`config.mk`:
```
export PLATFORM = sky130hd
export DESIGN_NAME = mem_arbiter
export DESIGN_NICKNAME = d
export VERILOG_FILES = /design/src/rtl/mem_arbiter.sv
export SDC_FILE = /design/constraint.sdc
export NUM_CORES = 1
export LEC_CHECK = 0
export CAP_MARGIN = 20
export CORE_MARGIN = 2
export CORE_UTILIZATION = 40
export CTS_CLUSTER_DIAMETER = 60
export DETAILED_ROUTE_END_ITERATION = 10
export PLACE_DENSITY_LB_ADDON = 0.08
export RECOVER_POWER = 25
export SLEW_MARGIN = 20
export SYNTH_ARGS = -nofsm -noshare
export SYNTH_HDL_FRONTEND = slang
export SYNTH_SLANG_ARGS = --single-unit
export TNS_END_PERCENT = 10
```
`constraint.sdc`:
```
create_clock -name clk -period 2.6 [get_ports clk]
set_input_delay 0.65 -clock clk [delete_from_list [all_inputs] [get_ports clk]]
set_output_delay 0.65 -clock clk [all_outputs]
set_load 0.1 [all_outputs]
```
`src/rtl/mem_arbiter.sv`:
```
// Two-requester memory arbiter: data port has priority, bounded by a fairness
// counter so a waiting instruction fetch is granted after FAIR_MAX data grants.
module mem_arbiter #(
  parameter int unsigned ADDR_W   = 16,
  parameter int unsigned DATA_W   = 16,
  parameter int unsigned FAIR_MAX = 4,
  parameter int unsigned TIMEOUT  = 15
) (
  input  logic              clk,
  input  logic              rst_n,
  input  logic              if_req,
  input  logic [ADDR_W-1:0] if_addr,
  output logic [DATA_W-1:0] if_rdata,
  output logic              if_done,
  input  logic              dm_req,
  input  logic              dm_wr,
  input  logic [ADDR_W-1:0] dm_addr,
  input  logic [DATA_W-1:0] dm_wdata,
  output logic [DATA_W-1:0] dm_rdata,
  output logic              dm_done,
  output logic              mem_en,
  output logic              mem_wr,
  output logic [ADDR_W-1:0] mem_addr,
  output logic [DATA_W-1:0] mem_wdata,
  input  logic [DATA_W-1:0] mem_rdata,
  input  logic              mem_rdy,
  output logic              err
);

  localparam int unsigned FW = $clog2(FAIR_MAX + 1);
  localparam int unsigned WW = $clog2(TIMEOUT + 1);
  localparam logic [FW-1:0] FAIR_LIM  = FW'(FAIR_MAX);
  localparam logic [WW-1:0] WAIT_LAST = WW'(TIMEOUT - 1);

  typedef enum logic [1:0] {IDLE, IF_BUSY, DM_BUSY} state_t;

  state_t            state_q, state_d;
  logic [ADDR_W-1:0] addr_q, addr_d;
  logic              wr_q, wr_d;
  logic [DATA_W-1:0] wdata_q, wdata_d;
  logic              if_done_q, if_done_d;
  logic              dm_done_q, dm_done_d;
  logic [DATA_W-1:0] if_rdata_q, if_rdata_d;
  logic [DATA_W-1:0] dm_rdata_q, dm_rdata_d;
  logic              err_q, err_d;
  logic [FW-1:0]     fair_q, fair_d;
  logic [WW-1:0]     wait_q, wait_d;

  logic              dm_win, if_win;
  logic              finish;
  logic [DATA_W-1:0] rd_val;

  always_comb begin
    state_d    = state_q;
    addr_d     = addr_q;
    wr_d       = wr_q;
    wdata_d    = wdata_q;
    if_done_d  = 1'b0;
    dm_done_d  = 1'b0;
    if_rdata_d = if_rdata_q;
    dm_rdata_d = dm_rdata_q;
    err_d      = 1'b0;
    fair_d     = fair_q;
    wait_d     = wait_q;
    finish     = 1'b0;
    rd_val     = '0;

    // Priority is decided on raw requests; a winner still showing its done
    // pulse is simply not granted this cycle, so the loser does not jump in.
    dm_win = dm_req && ((fair_q < FAIR_LIM) || !if_req);
    if_win = !dm_win && if_req;

    case (state_q)
      IDLE: begin
        if (dm_win && !dm_done_q) begin
          state_d = DM_BUSY;
          addr_d  = dm_addr;
          wr_d    = dm_wr;
          wdata_d = dm_wdata;
          wait_d  = '0;
          if (if_req && (fair_q < FAIR_LIM)) fair_d = fair_q + 1'b1;
        end else if (if_win && !if_done_q) begin
          state_d = IF_BUSY;
          addr_d  = if_addr;
          wr_d    = 1'b0;
          wdata_d = '0;
          wait_d  = '0;
          fair_d  = '0;
        end
      end
      IF_BUSY, DM_BUSY: begin
        if (!mem_rdy) wait_d = wait_q + 1'b1;
        finish = mem_rdy || (wait_q == WAIT_LAST);
        if (finish) begin
          rd_val  = (mem_rdy && !wr_q) ? mem_rdata : '0;
          err_d   = !mem_rdy;
          state_d = IDLE;
          wr_d    = 1'b0;
          if (state_q == IF_BUSY) begin
            if_done_d  = 1'b1;
            if_rdata_d = rd_val;
          end else begin
            dm_done_d  = 1'b1;
            dm_rdata_d = rd_val;
          end
        end
      end
      default: state_d = IDLE;
    endcase

    if (!if_req) fair_d = '0;
  end

  always_ff @(posedge clk or negedge rst_n) begin
    if (!rst_n) begin
      state_q    <= IDLE;
      addr_q     <= '0;
      wr_q       <= 1'b0;
      wdata_q    <= '0;
      if_done_q  <= 1'b0;
      dm_done_q  <= 1'b0;
      if_rdata_q <= '0;
      dm_rdata_q <= '0;
      err_q      <= 1'b0;
      fair_q     <= '0;
      wait_q     <= '0;
    end else begin
      state_q    <= state_d;
      addr_q     <= addr_d;
      wr_q       <= wr_d;
      wdata_q    <= wdata_d;
      if_done_q  <= if_done_d;
      dm_done_q  <= dm_done_d;
      if_rdata_q <= if_rdata_d;
      dm_rdata_q <= dm_rdata_d;
      err_q      <= err_d;
      fair_q     <= fair_d;
      wait_q     <= wait_d;
    end
  end

  assign mem_en    = (state_q != IDLE);
  assign mem_wr    = wr_q;
  assign mem_addr  = addr_q;
  assign mem_wdata = wdata_q;
  assign if_done   = if_done_q;
  assign dm_done   = dm_done_q;
  assign if_rdata  = if_rdata_q;
  assign dm_rdata  = dm_rdata_q;
  assign err       = err_q;

endmodule

```
==> Flow_metrics.wiki, run 1 <==
{| class="wikitable"
! Metric !! Value
|-
| TritonRoute pass-1 iters || 4
|-
| Share of final-layout standard cells stronger than drive strength 1 || 0.282
|-
| Clock Latency Late Sink || 0.33 ns
|-
| Critical path's most frequent cell || inv_1
|-
| Count of buffers from port buffering || 138
|-
| Area overhead of the layout relative to synthesis || 46.8%
|-
| Width of the chip || 94.4 um
|-
| GRT busiest layer || met2
|-
| Final-layout fill cell count || 654
|-
| Required time at the worst-slack endpoint || 1.95 ns
|-
| Worst Path Arrival || 1.32 ns
|-
| Max-slew violation count || 0
|-
| Commonest cells after routing, fill and taps aside || 78 x buf_4, 77 x dfrtp_1, 68 x clkdlybuf4s50_1, 48 x a22o_1, 25 x a21oi_1
|-
| Starting Density || 0.419
|-
| Post-CTS repair timing setup buffer count || 0
|-
| Post-Layout Cell Count || 510
|-
| Clock Tree Root || clkbuf_8
|-
| Critical path, cell by cell || inv_1 > ha_1 > inv_1 > buf_12
|-
| Max FO, Critical Path || 3
|-
| Final TNS setup || 0 ns
|-
| Pin count of the biggest net entering global routing || 40
|-
| Via count of the first global-routing pass || 2704
|-
| Vias || 2669
|-
| Post-synthesis instance area || 3270 sq um
|-
| Final HPWL DP || 5680 um
|-
| Outcome || finished, final reports clean
|-
| Full die area || 8920 sq um
|-
| Share of the clock period used by the worst path || 0.758
|-
| Final setup fails || 0
|-
| Achievable frequency || 507 MHz
|-
| Post-CTS clock slew at the launch and capture registers of the worst setup and hold paths || 0.08 ns
|-
| Capturing element type of the critical path || output pin
|-
| FF+latch count, synth || 77
|-
| Count of final hold-check violations || 0
|-
| RSZ-0062 raised after global routing || no
|-
| Crit Path Class || register to output pin
|-
| Maximum single-stage delay on the critical path || 0.36 ns
|-
| Leftover overflow at the end of global routing || 0
|-
| Count of different cell masters after synthesis || 36
|-
| Final Net Count || 478
|-
| M1 GR Usage || 0.262
|-
| Met2 Resource Use GR || 0.303
|-
| Post-Syn Instances || 259
|-
| Most frequent standard cell in the layout excluding fill and tap cells || buf_4
|-
| Hold bufs inserted after CTS || 0
|-
| Routability Congestion || 0.727
|-
| Post-synthesis average cell area || 12.6 sq um
|-
| Drt wl/cell || 16.0 um
|-
| Number of cell rows || 32
|-
| Crit start category || register
|-
| Initial antenna violation count || 0
|-
| Number of nets in the synthesized netlist || 334
|-
| Number of DRC violations after detailed-routing iteration 0 || 147
|-
| Overall fraction of global-route tracks in use || 0.192
|-
| CTS tree || built
|-
| Largest clock skew in the final design || 0.0104 ns
|-
| Met3 Resource Use GR || 0.0519
|-
| Slowest cell on crit path || dfrtp_1
|-
| Rel. slew slack || 0.362
|-
| Post_cts resized || 0
|-
| Dpl cells || 494
|-
| Die boundary height || 94.4 um
|-
| Core outline area || 7810 sq um
|-
| DRC Markers || 0
|-
| Hold/Removal Path Class || primary input to async pin
|-
| ANT cells || 0
|-
| Number of ports placed on the die boundary || 139
|-
| CTS H-tree depth || 3
|-
| Final Routed Wirelength || 8150 um
|-
| Clock period minus worst slack || 1.97 ns
|-
| Via-per-instance ratio || 5.23
|-
| Number of violations of the max-capacitance limit || 0
|-
| Global-route wire length before repair || 13300 um
|-
| Count of synthesis-stage warnings from yosys || 0
|-
| Deepest clock path buffer count || 2
|-
| Sequential cell area fraction in the yosys report || 0.589
|-
| Transition time of the tightest slew-check pin || 0.957 ns
|-
| Number of buffers inserted during clock tree synthesis || 9
|-
| Remaining antenna violation count || 0
|-
| Total number of clock tree sinks || 77
|}
-- synth_stat cells (all sizes together) --
library cell  number  area (sq um)
a21oi             35           213
a22o              48           420
a31oi              1          6.26
and2               3          21.3
and3               1          6.26
buf               15           109
clkbuf             2          8.75
dfrtp             77          1930
ha                 5          62.6
inv                6          22.5
mux2i             16           160
nand2              7          33.8
nand2b             7          43.8
nand3              5          25.0
nand3b             1          7.51
nand4b             2          17.5
nor2               5          18.8
nor2b              2          12.5
nor3               1          5.00
nor3b              1          12.5
nor4b              1          8.76
o21ai             10          53.8
o21bai             1          11.3
o221a              1          11.3
o22ai              1          12.5
o311ai             3          26.3
o31ai              2          15.0
-- state kept, by name, indices dropped and copies added (netlist names) --
| name | cells |
|---|---|
| dm_rdata | 16 |
| if_rdata | 16 |
| mem_addr | 16 |
| mem_wdata | 16 |
| wait_q | 4 |
| fair_q | 3 |
| state_q | 2 |
| dm_done | 1 |
| err | 1 |
| if_done | 1 |
| mem_wr | 1 |
-- cell families (layout without fill, tap and decap cells) --
family          after synthesis  in the layout  share of synthesized area
compound gates              102            102                      0.235
flops                        77             77                      0.589
simple gates                 36             36                     0.0650
buf+inv                      23            172                     0.0428
mux                          16             16                     0.0489
fa+ha+maj                     5              5                     0.0191
-- final cells by class --
cell class | count | area, sq um | area share
timing repair buffer | 150 | 1320 | 0.274
clock inverter | 5 | 58.8 | 0.0122
sequential | 77 | 1930 | 0.401
tap | 102 | 128 | 0.0266
clock buffer | 11 | 141 | 0.0294
inverter | 6 | 22.5 | 0.00469
multi-input combinational | 159 | 1210 | 0.252
-- stage by stage --
step | area (sq um) | setup slack [ns] | hold WS (ns) | utilization
2_1_floorplan | 3270 | 0.545 | 0.354 | -
3_3_place_gp | 4620 | 0.402 | 0.473 | 0.592
3_5_place_dp | 4620 | 0.333 | 0.492 | 0.592
4_1_cts | 4820 | 0.613 | 0.279 | 0.617
5_1_grt | 4800 | 0.318 | 0.501 | 0.615
6_report | 4800 | 0.629 | 0.433 | 0.615
-- worst max-delay path, delay by kind of cell (launching register included) --
family                   cells  cell delay, ns
flip-flops                   1            0.36
adder cells (fa/ha/maj)      1            0.20
buffers and inverters        3            0.42
-- worst paths after layout --
kind,startpoint,endpoint,slack [ns],cells past startpoint
max in group asynchronous,rst_n,mem_addr[2]$_DFFE_PN0P_,0.68,2
setup reg to reg,state_q[0]$_DFFE_PN0P_,if_rdata[2]$_DFFE_PN0P_,0.84,6
setup / recovery,state_q[0]$_DFFE_PN0P_,mem_en,0.63,4
min in group clk,fair_q[0]$_DFFE_PN0P_,fair_q[0]$_DFFE_PN0P_,0.50,1
hold reg to reg,fair_q[0]$_DFFE_PN0P_,fair_q[0]$_DFFE_PN0P_,0.50,1
hold / removal,rst_n,mem_wdata[5]$_DFFE_PN0P_,0.43,1
-- routing by layer --
layer | up-vias | wire length, um | part of all wire
met3 | 4 | 560 | 0.069
met2 | 83 | 3850 | 0.47
met5 | - | 0 | 0
met4 | 0 | 52 | 0.0064
li1 | 1253 | - | -
met1 | 1329 | 3690 | 0.45
Power of run 1 is left out: the tool's default activity adds up to more than one toggle a clock period on the data nets, which glitch-free logic cannot reach.
==> inputs of run 2 (changes only) <==
CORE_UTILIZATION = 38   (was 40)
clock period = 1.59 ns   (was 2.6 ns; I/O delays follow)
==> Flow_metrics.wiki, run 2 (synthesized netlist as in run 1, its figures left out) <==
{| class="wikitable"
! Metric !! Value
|-
| Outcome || complete, but fails checks
|-
| Violated checks || negative setup slack
|-
| Worst Path Arrival || 1.28 ns
|-
| Global-route wire length before repair || 14600 um
|-
| Achievable frequency || 596 MHz
|-
| Drt wl/cell || 16.9 um
|-
| Largest clock skew in the final design || 0.0133 ns
|-
| Max FO, Critical Path || 2
|-
| Number of cells traversed by the worst hold path || 1
|-
| Die boundary height || 96.8 um
|-
| Via-per-instance ratio || 5.28
|-
| Util after Layout || 0.712
|-
| Number of ports placed on the die boundary || 139
|-
| Vias || 2771
|-
| Number of cell rows || 33
|-
| Share of final-layout standard cells stronger than drive strength 1 || 0.333
|-
| Most frequent standard cell in the layout excluding fill and tap cells || buf_12
|-
| CTS tree || built
|-
| Deepest clock path buffer count || 2
|-
| Core outline area || 8300 sq um
|-
| Routability Congestion || 0.812
|-
| RSZ-0062 raised after global routing || yes
|-
| Transition time of the tightest slew-check pin || 0.857 ns
|-
| Hold/Removal Path Class || register to register
|-
| Footprint of the flip-flops and latches || 1930 sq um
|-
| Number of violations of the max-capacitance limit || 0
|-
| Post-CTS clock slew at the launch and capture registers of the worst setup and hold paths || 0.09 ns
|-
| Overall fraction of global-route tracks in use || 0.195
|-
| Starting Density || 0.394
|-
| Setup slack at placement || -0.353 ns
|-
| Width of the chip || 96.8 um
|-
| Maximum single-stage delay on the critical path || 0.41 ns
|-
| Count of final hold-check violations || 0
|-
| Remaining antenna violation count || 0
|-
| Critical path, cell by cell || inv_2 > ha_4 > clkinvlp_4 > buf_12
|-
| Critical path's top delay family || flip-flops
|-
| Levels on crit path || 4
|-
| Commonest cells after routing, fill and taps aside || 75 x buf_12, 74 x dfrtp_1, 68 x clkdlybuf4s50_1, 48 x a22o_1, 25 x a21oi_1
|-
| Full die area || 9370 sq um
|-
| Count of buffers from port buffering || 138
|-
| Rel. slew slack || 0.428
|-
| Final HPWL DP || 6440 um
|-
| ANT cells || 0
|-
| Area of combinational cells with multiple inputs || 1260 sq um
|-
| CTS H-tree depth || 3
|-
| Number of DRC violations after detailed-routing iteration 0 || 158
|-
| Share of the clock period used by the worst path || 1.05
|-
| Clock period minus worst slack || 1.68 ns
|-
| Final-layout fill cell count || 588
|-
| Total number of clock tree sinks || 77
|-
| TritonRoute pass-1 iters || 4
|-
| Worst path bufs/invs || 3
|-
| Number of buffers inserted during clock tree synthesis || 9
|-
| Clock Tree Root || clkbuf_8
|-
| Max-slew violation count || 0
|-
| Final setup fails || 3
|-
| Worst-case hold slack || 0.500 ns
|-
| Slowest cell on crit path || dfrtp_1
|-
| Leftover overflow at the end of global routing || 0
|-
| Pin count of the biggest net entering global routing || 33
|-
| Via count of the first global-routing pass || 2826
|-
| Initial antenna violation count || 0
|-
| Clock Latency Late Sink || 0.36 ns
|-
| Final Net Count || 490
|-
| Final Routed Wirelength || 8870 um
|-
| Reg2Reg Depth || 8
|-
| Capturing element type of the critical path || output pin
|-
| Crit start category || register
|-
| Required time at the worst-slack endpoint || 1.19 ns
|-
| Area overhead of the layout relative to synthesis || 80.5%
|-
| Crit Path Class || register to output pin
|-
| PnR worst setup slack || -0.0871 ns
|-
| DRC Markers || 0
|}
[run 2: changes by cell type in the layout (fill, tap and decap cells not counted), sizes merged]
cell / previous run / this run
buf: 80 / 92
clkbuf: 13 / 10
clkinv: 1 / 0
dlygate4sd3: 0 / 1
inv: 7 / 10
[run 2: worst paths after layout]
| check | startpoint | end | slack (ns) |
|---|---|---|---|
| max | state_q[1]$_DFFE_PN0P_ | mem_en | -0.09 |
| min in group asynchronous | rst_n | dm_rdata[3]$_DFFE_PN0P_ | 0.69 |
| min | fair_q[0]$_DFFE_PN0P_ | fair_q[0]$_DFFE_PN0P_ | 0.50 |
| min reg2reg | fair_q[0]$_DFFE_PN0P_ | fair_q[0]$_DFFE_PN0P_ | 0.50 |
| max in group asynchronous | rst_n | dm_rdata[9]$_DFFE_PN0P_ | 0.21 |
| max reg2reg | state_q[1]$_DFFE_PN0P_ | mem_wdata[10]$_DFFE_PN0P_ | 0 |
[run 2: through the flow]
stage	std cells	instance area (sq um)	TNS (ns)
2_1_floorplan	259	3340	-2.63
3_3_place_gp	504	5630	-15.65
3_5_place_dp	504	5630	-18.02
4_1_cts	523	5860	-0.105
5_1_grt	525	5910	-2.53
6_report	525	5910	-0.0916
[run 2: area by class of cell]
cell class                 instances  area share
clock inverter                     7      0.0146
clock buffer                       9      0.0210
tap                              105      0.0222
timing repair buffer             162       0.397
sequential                        77       0.327
multi-input combinational        159       0.214
inverter                           6     0.00445
[run 2: what timing repair did]
action,in CTS,in global routing
setup endpoints to repair,1,36
hold buffers,1,0
endpoints found under the hold margin,18,0
setup buffers,2,2
resized for setup,2,13
pin swaps,0,8
[run 2: worst reg2reg max path, stage by stage, from the launching register on]
cell,delay [ns]
dfrtp_1,0.41
inv_2,0.08
ha_4,0.14
clkinvlp_4,0.11
buf_4,0.14
buf_4,0.14
nor3_4,0.15
buf_6,0.20
a22o_1,0.15
[run 2: layer usage]
layer  up-vias  global-route usage  share of wire
li1       1283                   -              -
met1      1385               0.272           0.44
met2        93               0.303           0.49
met3        10              0.0448          0.050
met4         0              0.0650          0.014
met5         -                   0              0
Power of run 2 is left out for the same reason.
